--- config.mk ---
export PLATFORM = sky130hd
export DESIGN_NAME = ring_freq_meter_flat
export DESIGN_NICKNAME = d
export VERILOG_FILES = /design/src/rtl/ring_freq_meter_if.sv /design/src/rtl/ring_freq_meter.sv /design/src/flat_wrapper.sv
export SDC_FILE = /design/constraint.sdc
export NUM_CORES = 1
export LEC_CHECK = 0
export CAP_MARGIN = 20
export CORE_ASPECT_RATIO = 1.25
export CORE_MARGIN = 2
export CORE_UTILIZATION = 57
export CTS_CLUSTER_SIZE = 40
export DETAILED_ROUTE_END_ITERATION = 7
export GPL_ROUTABILITY_DRIVEN = 0
export HOLD_SLACK_MARGIN = 0.05
export PLACE_DENSITY = 0.81
export SLEW_MARGIN = 20
export SYNTH_ARGS = -nofsm -noshare
export SYNTH_HDL_FRONTEND = slang
export SYNTH_SLANG_ARGS = --single-unit
--- constraint.sdc ---
create_clock -name fpga_clk1 -period 3.3 [get_ports fpga_clk1]
set_clock_uncertainty 0.2 [all_clocks]
set_input_delay 0.33 -clock fpga_clk1 [delete_from_list [all_inputs] [get_ports fpga_clk1]]
set_output_delay 0.33 -clock fpga_clk1 [all_outputs]
set_load 0.01 [all_outputs]
--- src/rtl/ring_freq_meter_if.sv ---
// Bus bundle for ring_freq_meter: control inputs, raw ring inputs and
// measurement results. The meter connects through the slave modport; the
// controller (or a bench) drives through the master modport.
interface ring_freq_meter_if #(
    parameter int N_CH  = 4,
    parameter int CNT_W = 16,
    parameter int CH_W  = (N_CH > 1) ? $clog2(N_CH) : 1
);
    logic             enable;
    logic             scan;
    logic [CH_W-1:0]  fixed_ch;
    logic             clear_minmax;
    logic [N_CH-1:0]  ring_in;
    logic [CNT_W-1:0] value_out;
    logic [CH_W-1:0]  ch_out;
    logic             value_valid;
    logic             overflow;
    logic [CNT_W-1:0] min_out;
    logic [CNT_W-1:0] max_out;
    logic             busy;

    modport master (
        output enable, scan, fixed_ch, clear_minmax, ring_in,
        input  value_out, ch_out, value_valid, overflow, min_out, max_out, busy
    );

    modport slave (
        input  enable, scan, fixed_ch, clear_minmax, ring_in,
        output value_out, ch_out, value_valid, overflow, min_out, max_out, busy
    );
endinterface

--- src/rtl/ring_freq_meter.sv ---
// Multi-channel ring-oscillator frequency meter.
// Selects one ring input, synchronises it, and counts its rising edges over a
// fixed gate window after a settle period that flushes the synchroniser.
// Each completed window produces a one-cycle valid strobe with a saturating
// count; min/max of the fixed_ch results are tracked one cycle later.
module ring_freq_meter #(
    parameter int N_CH          = 4,
    parameter int CNT_W         = 16,
    parameter int GATE_CYCLES   = 1000000,
    parameter int SETTLE_CYCLES = 4
) (
    input logic              fpga_clk1,
    input logic              reset,
    ring_freq_meter_if.slave bus
);
    localparam int CH_W = (N_CH > 1) ? $clog2(N_CH) : 1;
    localparam int TMR_MAX = (GATE_CYCLES > SETTLE_CYCLES) ? GATE_CYCLES : SETTLE_CYCLES;
    localparam int TMR_W = (TMR_MAX > 1) ? $clog2(TMR_MAX + 1) : 1;
    localparam logic [TMR_W-1:0] SETTLE_LAST = TMR_W'(SETTLE_CYCLES - 1);
    localparam logic [TMR_W-1:0] GATE_LAST   = TMR_W'(GATE_CYCLES - 1);
    localparam logic [CH_W-1:0]  CH_LAST     = CH_W'(N_CH - 1);

    typedef enum logic [1:0] {
        S_IDLE,
        S_SETTLE,
        S_GATE,
        S_DONE
    } state_t;

    state_t           state_q, state_d;
    logic [CH_W-1:0]  cur_ch_q, cur_ch_d;
    logic [TMR_W-1:0] tmr_q, tmr_d;
    logic [CNT_W-1:0] count_q, count_d;
    logic             sat_q, sat_d;
    logic [2:0]       sync_q;
    logic             ring_sel;
    logic             rise;
    logic [CNT_W-1:0] value_q, value_d;
    logic [CH_W-1:0]  ch_q, ch_d;
    logic             valid_q, valid_d;
    logic             ovf_q, ovf_d;
    logic             mm_upd_q, mm_upd_d;
    logic [CNT_W-1:0] min_q, min_d;
    logic [CNT_W-1:0] max_q, max_d;

    assign ring_sel = bus.ring_in[cur_ch_q];
    // sync_q[1] is the second synchroniser flop, sync_q[2] the edge-detect flop
    assign rise = sync_q[1] & ~sync_q[2];

    // Two-flop synchroniser plus edge-detect flop on the selected ring input
    always_ff @(posedge fpga_clk1 or posedge reset) begin
        if (reset) begin
            sync_q <= '0;
        end else begin
            sync_q <= {sync_q[1:0], ring_sel};
        end
    end

    // FSM state and measurement datapath registers
    always_ff @(posedge fpga_clk1 or posedge reset) begin
        if (reset) begin
            state_q  <= S_IDLE;
            cur_ch_q <= '0;
            tmr_q    <= '0;
            count_q  <= '0;
            sat_q    <= 1'b0;
            value_q  <= '0;
            ch_q     <= '0;
            valid_q  <= 1'b0;
            ovf_q    <= 1'b0;
            mm_upd_q <= 1'b0;
        end else begin
            state_q  <= state_d;
            cur_ch_q <= cur_ch_d;
            tmr_q    <= tmr_d;
            count_q  <= count_d;
            sat_q    <= sat_d;
            value_q  <= value_d;
            ch_q     <= ch_d;
            valid_q  <= valid_d;
            ovf_q    <= ovf_d;
            mm_upd_q <= mm_upd_d;
        end
    end

    // Next-state and datapath logic: settle, gate, publish, reselect channel
    always_comb begin
        state_d  = state_q;
        cur_ch_d = cur_ch_q;
        tmr_d    = tmr_q;
        count_d  = count_q;
        sat_d    = sat_q;
        value_d  = value_q;
        ch_d     = ch_q;
        valid_d  = 1'b0;
        ovf_d    = ovf_q;
        mm_upd_d = 1'b0;

        unique case (state_q)
            S_IDLE: begin
                count_d = '0;
                sat_d   = 1'b0;
                if (bus.enable) begin
                    cur_ch_d = bus.scan ? '0 : bus.fixed_ch;
                    tmr_d    = SETTLE_LAST;
                    state_d  = S_SETTLE;
                end
            end
            S_SETTLE: begin
                count_d = '0;
                sat_d   = 1'b0;
                if (tmr_q == '0) begin
                    tmr_d   = GATE_LAST;
                    state_d = S_GATE;
                end else begin
                    tmr_d = tmr_q - TMR_W'(1);
                end
            end
            S_GATE: begin
                if (rise) begin
                    if (count_q == '1) begin
                        sat_d = 1'b1;
                    end else begin
                        count_d = count_q + CNT_W'(1);
                    end
                end
                if (tmr_q == '0) begin
                    state_d = S_DONE;
                end else begin
                    tmr_d = tmr_q - TMR_W'(1);
                end
            end
            S_DONE: begin
                value_d  = count_q;
                ch_d     = cur_ch_q;
                ovf_d    = sat_q;
                valid_d  = 1'b1;
                // a coincident clear takes priority, so the result is not folded
                mm_upd_d = (cur_ch_q == bus.fixed_ch) && !bus.clear_minmax;
                if (bus.scan) begin
                    cur_ch_d = (cur_ch_q == CH_LAST) ? '0 : cur_ch_q + CH_W'(1);
                end else begin
                    cur_ch_d = bus.fixed_ch;
                end
                count_d = '0;
                sat_d   = 1'b0;
                tmr_d   = SETTLE_LAST;
                state_d = S_SETTLE;
            end
            default: begin
                state_d = S_IDLE;
            end
        endcase

        // Abort: discard the in-flight window and keep published results
        if (!bus.enable) begin
            state_d  = S_IDLE;
            cur_ch_d = cur_ch_q;
            count_d  = '0;
            sat_d    = 1'b0;
            value_d  = value_q;
            ch_d     = ch_q;
            ovf_d    = ovf_q;
            valid_d  = 1'b0;
            mm_upd_d = 1'b0;
        end
    end

    // Min/max registers, updated one cycle after the published result
    always_ff @(posedge fpga_clk1 or posedge reset) begin
        if (reset) begin
            min_q <= '1;
            max_q <= '0;
        end else begin
            min_q <= min_d;
            max_q <= max_d;
        end
    end

    // Clear has priority over folding the latest fixed_ch result
    always_comb begin
        min_d = min_q;
        max_d = max_q;
        if (bus.clear_minmax) begin
            min_d = '1;
            max_d = '0;
        end else if (mm_upd_q) begin
            if (value_q < min_q) min_d = value_q;
            if (value_q > max_q) max_d = value_q;
        end
    end

    assign bus.value_out   = value_q;
    assign bus.ch_out      = ch_q;
    assign bus.value_valid = valid_q;
    assign bus.overflow    = ovf_q;
    assign bus.min_out     = min_q;
    assign bus.max_out     = max_q;
    assign bus.busy        = (state_q != S_IDLE);
endmodule
--- src/flat_wrapper.sv ---
// flat-port wrapper written by rule: the top's interface ports become plain ports
module ring_freq_meter_flat 
#(
    parameter int N_CH          = 4,
    parameter int CNT_W         = 16,
    parameter int GATE_CYCLES   = 1000000,
    parameter int SETTLE_CYCLES = 4
)
  (fpga_clk1, reset, bus_enable, bus_scan, bus_fixed_ch, bus_clear_minmax, bus_ring_in, bus_value_out, bus_ch_out, bus_value_valid, bus_overflow, bus_min_out, bus_max_out, bus_busy);
  ring_freq_meter_if #(.N_CH(N_CH), .CNT_W(CNT_W)) bus_i ();
  input logic fpga_clk1;
  input logic reset;
  input wire logic [$bits(bus_i.enable)-1:0] bus_enable;
  input wire logic [$bits(bus_i.scan)-1:0] bus_scan;
  input wire logic [$bits(bus_i.fixed_ch)-1:0] bus_fixed_ch;
  input wire logic [$bits(bus_i.clear_minmax)-1:0] bus_clear_minmax;
  input wire logic [$bits(bus_i.ring_in)-1:0] bus_ring_in;
  output wire logic [$bits(bus_i.value_out)-1:0] bus_value_out;
  output wire logic [$bits(bus_i.ch_out)-1:0] bus_ch_out;
  output wire logic [$bits(bus_i.value_valid)-1:0] bus_value_valid;
  output wire logic [$bits(bus_i.overflow)-1:0] bus_overflow;
  output wire logic [$bits(bus_i.min_out)-1:0] bus_min_out;
  output wire logic [$bits(bus_i.max_out)-1:0] bus_max_out;
  output wire logic [$bits(bus_i.busy)-1:0] bus_busy;
  assign bus_i.enable = bus_enable;
  assign bus_i.scan = bus_scan;
  assign bus_i.fixed_ch = bus_fixed_ch;
  assign bus_i.clear_minmax = bus_clear_minmax;
  assign bus_i.ring_in = bus_ring_in;
  assign bus_value_out = bus_i.value_out;
  assign bus_ch_out = bus_i.ch_out;
  assign bus_value_valid = bus_i.value_valid;
  assign bus_overflow = bus_i.overflow;
  assign bus_min_out = bus_i.min_out;
  assign bus_max_out = bus_i.max_out;
  assign bus_busy = bus_i.busy;
  ring_freq_meter #(.N_CH(N_CH), .CNT_W(CNT_W), .GATE_CYCLES(GATE_CYCLES), .SETTLE_CYCLES(SETTLE_CYCLES)) u_core (.fpga_clk1(fpga_clk1), .reset(reset), .bus(bus_i));
endmodule
==> results.cfg <==
[floorplan]
die_h_um = 114
fp.dieW_um = 92.0
dieArea_um2 = 10500
initial_core_util_pct = 58.0
core_um2 = 9510
num_rows = 40
io_pins = 64

[global_routing]
grt_overflow = 0
grt_pass1_vias = 4728
grt_use_total_pct = 26.8
grt_max_degree = 50
grt_pass1_wl_mm = 22.5
grt_antenna_before_repair = 0

[synth]
synth_ff_type = dfrtp_1
syn_area_um2 = 5510
synth_area_leader_cell = dfrtp_1
syn-num-nets = 614
ys_top_cells_by_area = dfrtp_1 (37%), ha_1 (9.1%), dfstp_2 (7.6%)
synth_cell_type_count = 59
synthCells = 563
synth_top_area_share_pct = 36.8
yosys_register_bits = 97
ys_seq_area_share_pct = 44.4
synth_enable_flop_cells = 0
yosysWarnings = 0
avgSynthCellArea_um2 = 9.79
async_flop_share_pct = 100

[clock_tree]
cts_buffer_depth = 2
root_buffer = clkbuf_16
post_cts_buffers = 0
cts_tree = yes
cts_hold_buf = 0
numCtsBuffers = 9
clk_pin_slew_ns = 0.07
clock_latency_ns = 0.35
cts.sinks = 97
cts-resized-gates = 0
htree_levels = 3

[detailed_routing]
wl_per_cell_um = 17.0
antenna_left = 0
drtIter0Drc = 239
wirelength_mm = 12.9
drc = 0
vias = 4530
drtPass1Iterations = 4
via_per_inst = 5.99

[pwr]
clock_power_share_pct = 29.9
p_seq_share_pct = 40.5
peakVddDrop_uv = 500
p_int_mw = 2.38
p_sw_share_pct = 33.8
finalPower_mw = 3.59
p_sw_mw = 1.22
p_comb_share_pct = 29.5
power.density_nw_per_um2 = 545
p_leak_nw = 3.01

[layout]
diodes = 0
nNetsFinal = 676
most-common-layout-cells = dfrtp_1 (81), clkdlybuf4s50_1 (63), nor2_1 (41)
fin_util_pct = 69.4
final_common_cell = dfrtp_1
drive_gt1_share_pct = 12.1
fillers = 701
area_growth_pct = 19.7

[sta]
maxSlewViolCount = 0
setup_tns_ns = 0
rsz0062_at_grt = false
max_freq_mhz = 357
holdWs_ns = 0.163
finalCritPeriodShare_pct = 84.9
finalHoldViolCount = 0
worst_slew_pin_slew_ns = 0.849
max_slew_margin_pct = 43.2
fin_crit_ns = 2.80
setup_viol = 0

[setup_path]
r2r-start = u_core.bus.value_out[13]
crit_chain = ha_1, nand4_1, nor2_1, nand3_1, a21o_1, a31oi_2, buf_4, mux2i_1
cp.arrival_ns = 2.87
crit_slowest_cell = a31oi_2
worst-setup-path-type = register to register
crit_path_end_kind = register
r2r_setup_slack_ns = 0.50
worstPathRequired_ns = 3.37
r2r-end = u_core.bus.max_out[14]
worstSetupStartpointType = register
max_stage_delay_ns = 0.50
crit_path_max_fanout = 10
reg2regPathDepth = 8

[placed_design]
io_buffer_count = 63
place_hpwl_mm = 9.46

[min_path]
hold_path.class = input pin to asynchronous set/reset pin

[run]
maxCapViolations = 0

[status]
status = finished clean
-- worst max-delay path by stage --
stage,from,end,cells after the start
final,u_core.bus.value_out[13],u_core.bus.max_out[14],8
after global routing,u_core.bus.min_out[1],u_core.bus.min_out[1],8
after CTS,u_core.bus.value_out[13],u_core.bus.max_out[14],8
after detailed placement,u_core.bus.value_out[13],u_core.bus.max_out[11],8
after global placement,u_core.bus.min_out[1],u_core.bus.min_out[11],7
after floorplan,reset,u_core.bus.ch_out[0],1
-- final cells by class --
cell class	count	area, um2	share of cell area (%)
Multi-Input combinational cell	402	2800	42.5
Sequential cell	97	2450	37.1
Timing Repair Buffer	74	726	11.0
Clock buffer	12	256	3.89
Tap cell	126	158	2.39
Inverter	41	155	2.35
Clock inverter	4	51.3	0.778
-- critical path, delay by kind of cell, from the launching register on --
kind                       cells  cell delay, ns
AOI/OAI and AO/OA              2            0.67
adders and majority gates      1            0.36
buffers and inverters          1            0.33
DFF                            1            0.46
muxes                          1            0.23
and+or+nand+nor                3            0.45
-- flip-flops by register name, indices dropped and copies added, names as in the netlist --
signal,cells
u_core.sync_q,3
u_core.cur_ch_q,2
u_core.state_q,2
u_core.bus.overflow,1
u_core.bus.min_out,16
u_core.count_q,16
u_core.mm_upd_q,1
u_core.bus.value_out,16
u_core.bus.max_out,16
u_core.bus.ch_out,2
u_core.tmr_q,20
u_core.bus.value_valid,1
u_core.sat_q,1
-- kinds of logic after synthesis --
logic type | count (synthesis) | synth area share (%)
AOI/OAI and AO/OA | 123 | 13.8
muxes | 36 | 7.17
DFF | 97 | 44.4
adders and majority gates | 40 | 9.08
and+or+nand+nor | 190 | 18.7
buffers and inverters | 64 | 4.84
xor gates and xnor gates | 13 | 2.07
-- cells in the mapped netlist (3+ instances only) --
| master | count |
|---|---|
| a21o_1 | 4 |
| a21oi_1 | 23 |
| a31oi_1 | 23 |
| and2_1 | 5 |
| and3_1 | 4 |
| and4_1 | 3 |
| buf_2 | 6 |
| clkbuf_1 | 14 |
| dfrtp_1 | 81 |
| dfstp_2 | 16 |
| ha_1 | 40 |
| inv_1 | 41 |
| mux2_2 | 18 |
| mux2i_1 | 17 |
| nand2_1 | 25 |
| nand2b_1 | 37 |
| nand3_1 | 24 |
| nand4_1 | 10 |
| nor2_1 | 41 |
| nor2b_1 | 7 |
| nor3_1 | 8 |
| nor4_1 | 6 |
| o21ai_0 | 40 |
| o21ai_1 | 7 |
| o22a_1 | 3 |
| o31ai_1 | 5 |
| or3_1 | 4 |
| or4_1 | 3 |
| xnor2_1 | 8 |
| xor2_1 | 5 |
-- per-layer routing --
| metal | vias up | wire [um] | global-route usage, % |
|---|---|---|---|
| met5 | - | 0 | 0 |
| met4 | 0 | 393 | 12.2 |
| met3 | 34 | 412 | 3.70 |
| met2 | 109 | 7130 | 49.9 |
| met1 | 2255 | 4950 | 30.4 |
| li1 | 2132 | - | - |
-- power groups by stage --
stage | clock network [mW] | registers (mW) | logic, mW
final | 1.08 | 1.46 | 1.06
after global routing | 1.14 | 1.47 | 1.20
after CTS | 1.09 | 1.45 | 1.06
after detailed placement | 0 | 1.47 | 1.05
after global placement | 0 | 1.46 | 1.00
after floorplan | 0 | 1.45 | 0.797
-- metrics by stage --
step | cells | area (um2) | worst slack [ns]
5_1_grt | 756 | 6600 | 0.326
3_5_place_dp | 740 | 6280 | 0.565
6_report | 756 | 6600 | 0.497
4_1_cts | 756 | 6590 | 0.493
2_1_floorplan | 563 | 5510 | 0.263
3_3_place_gp | 740 | 6280 | 0.628
(Power assumes the default switching activity.)
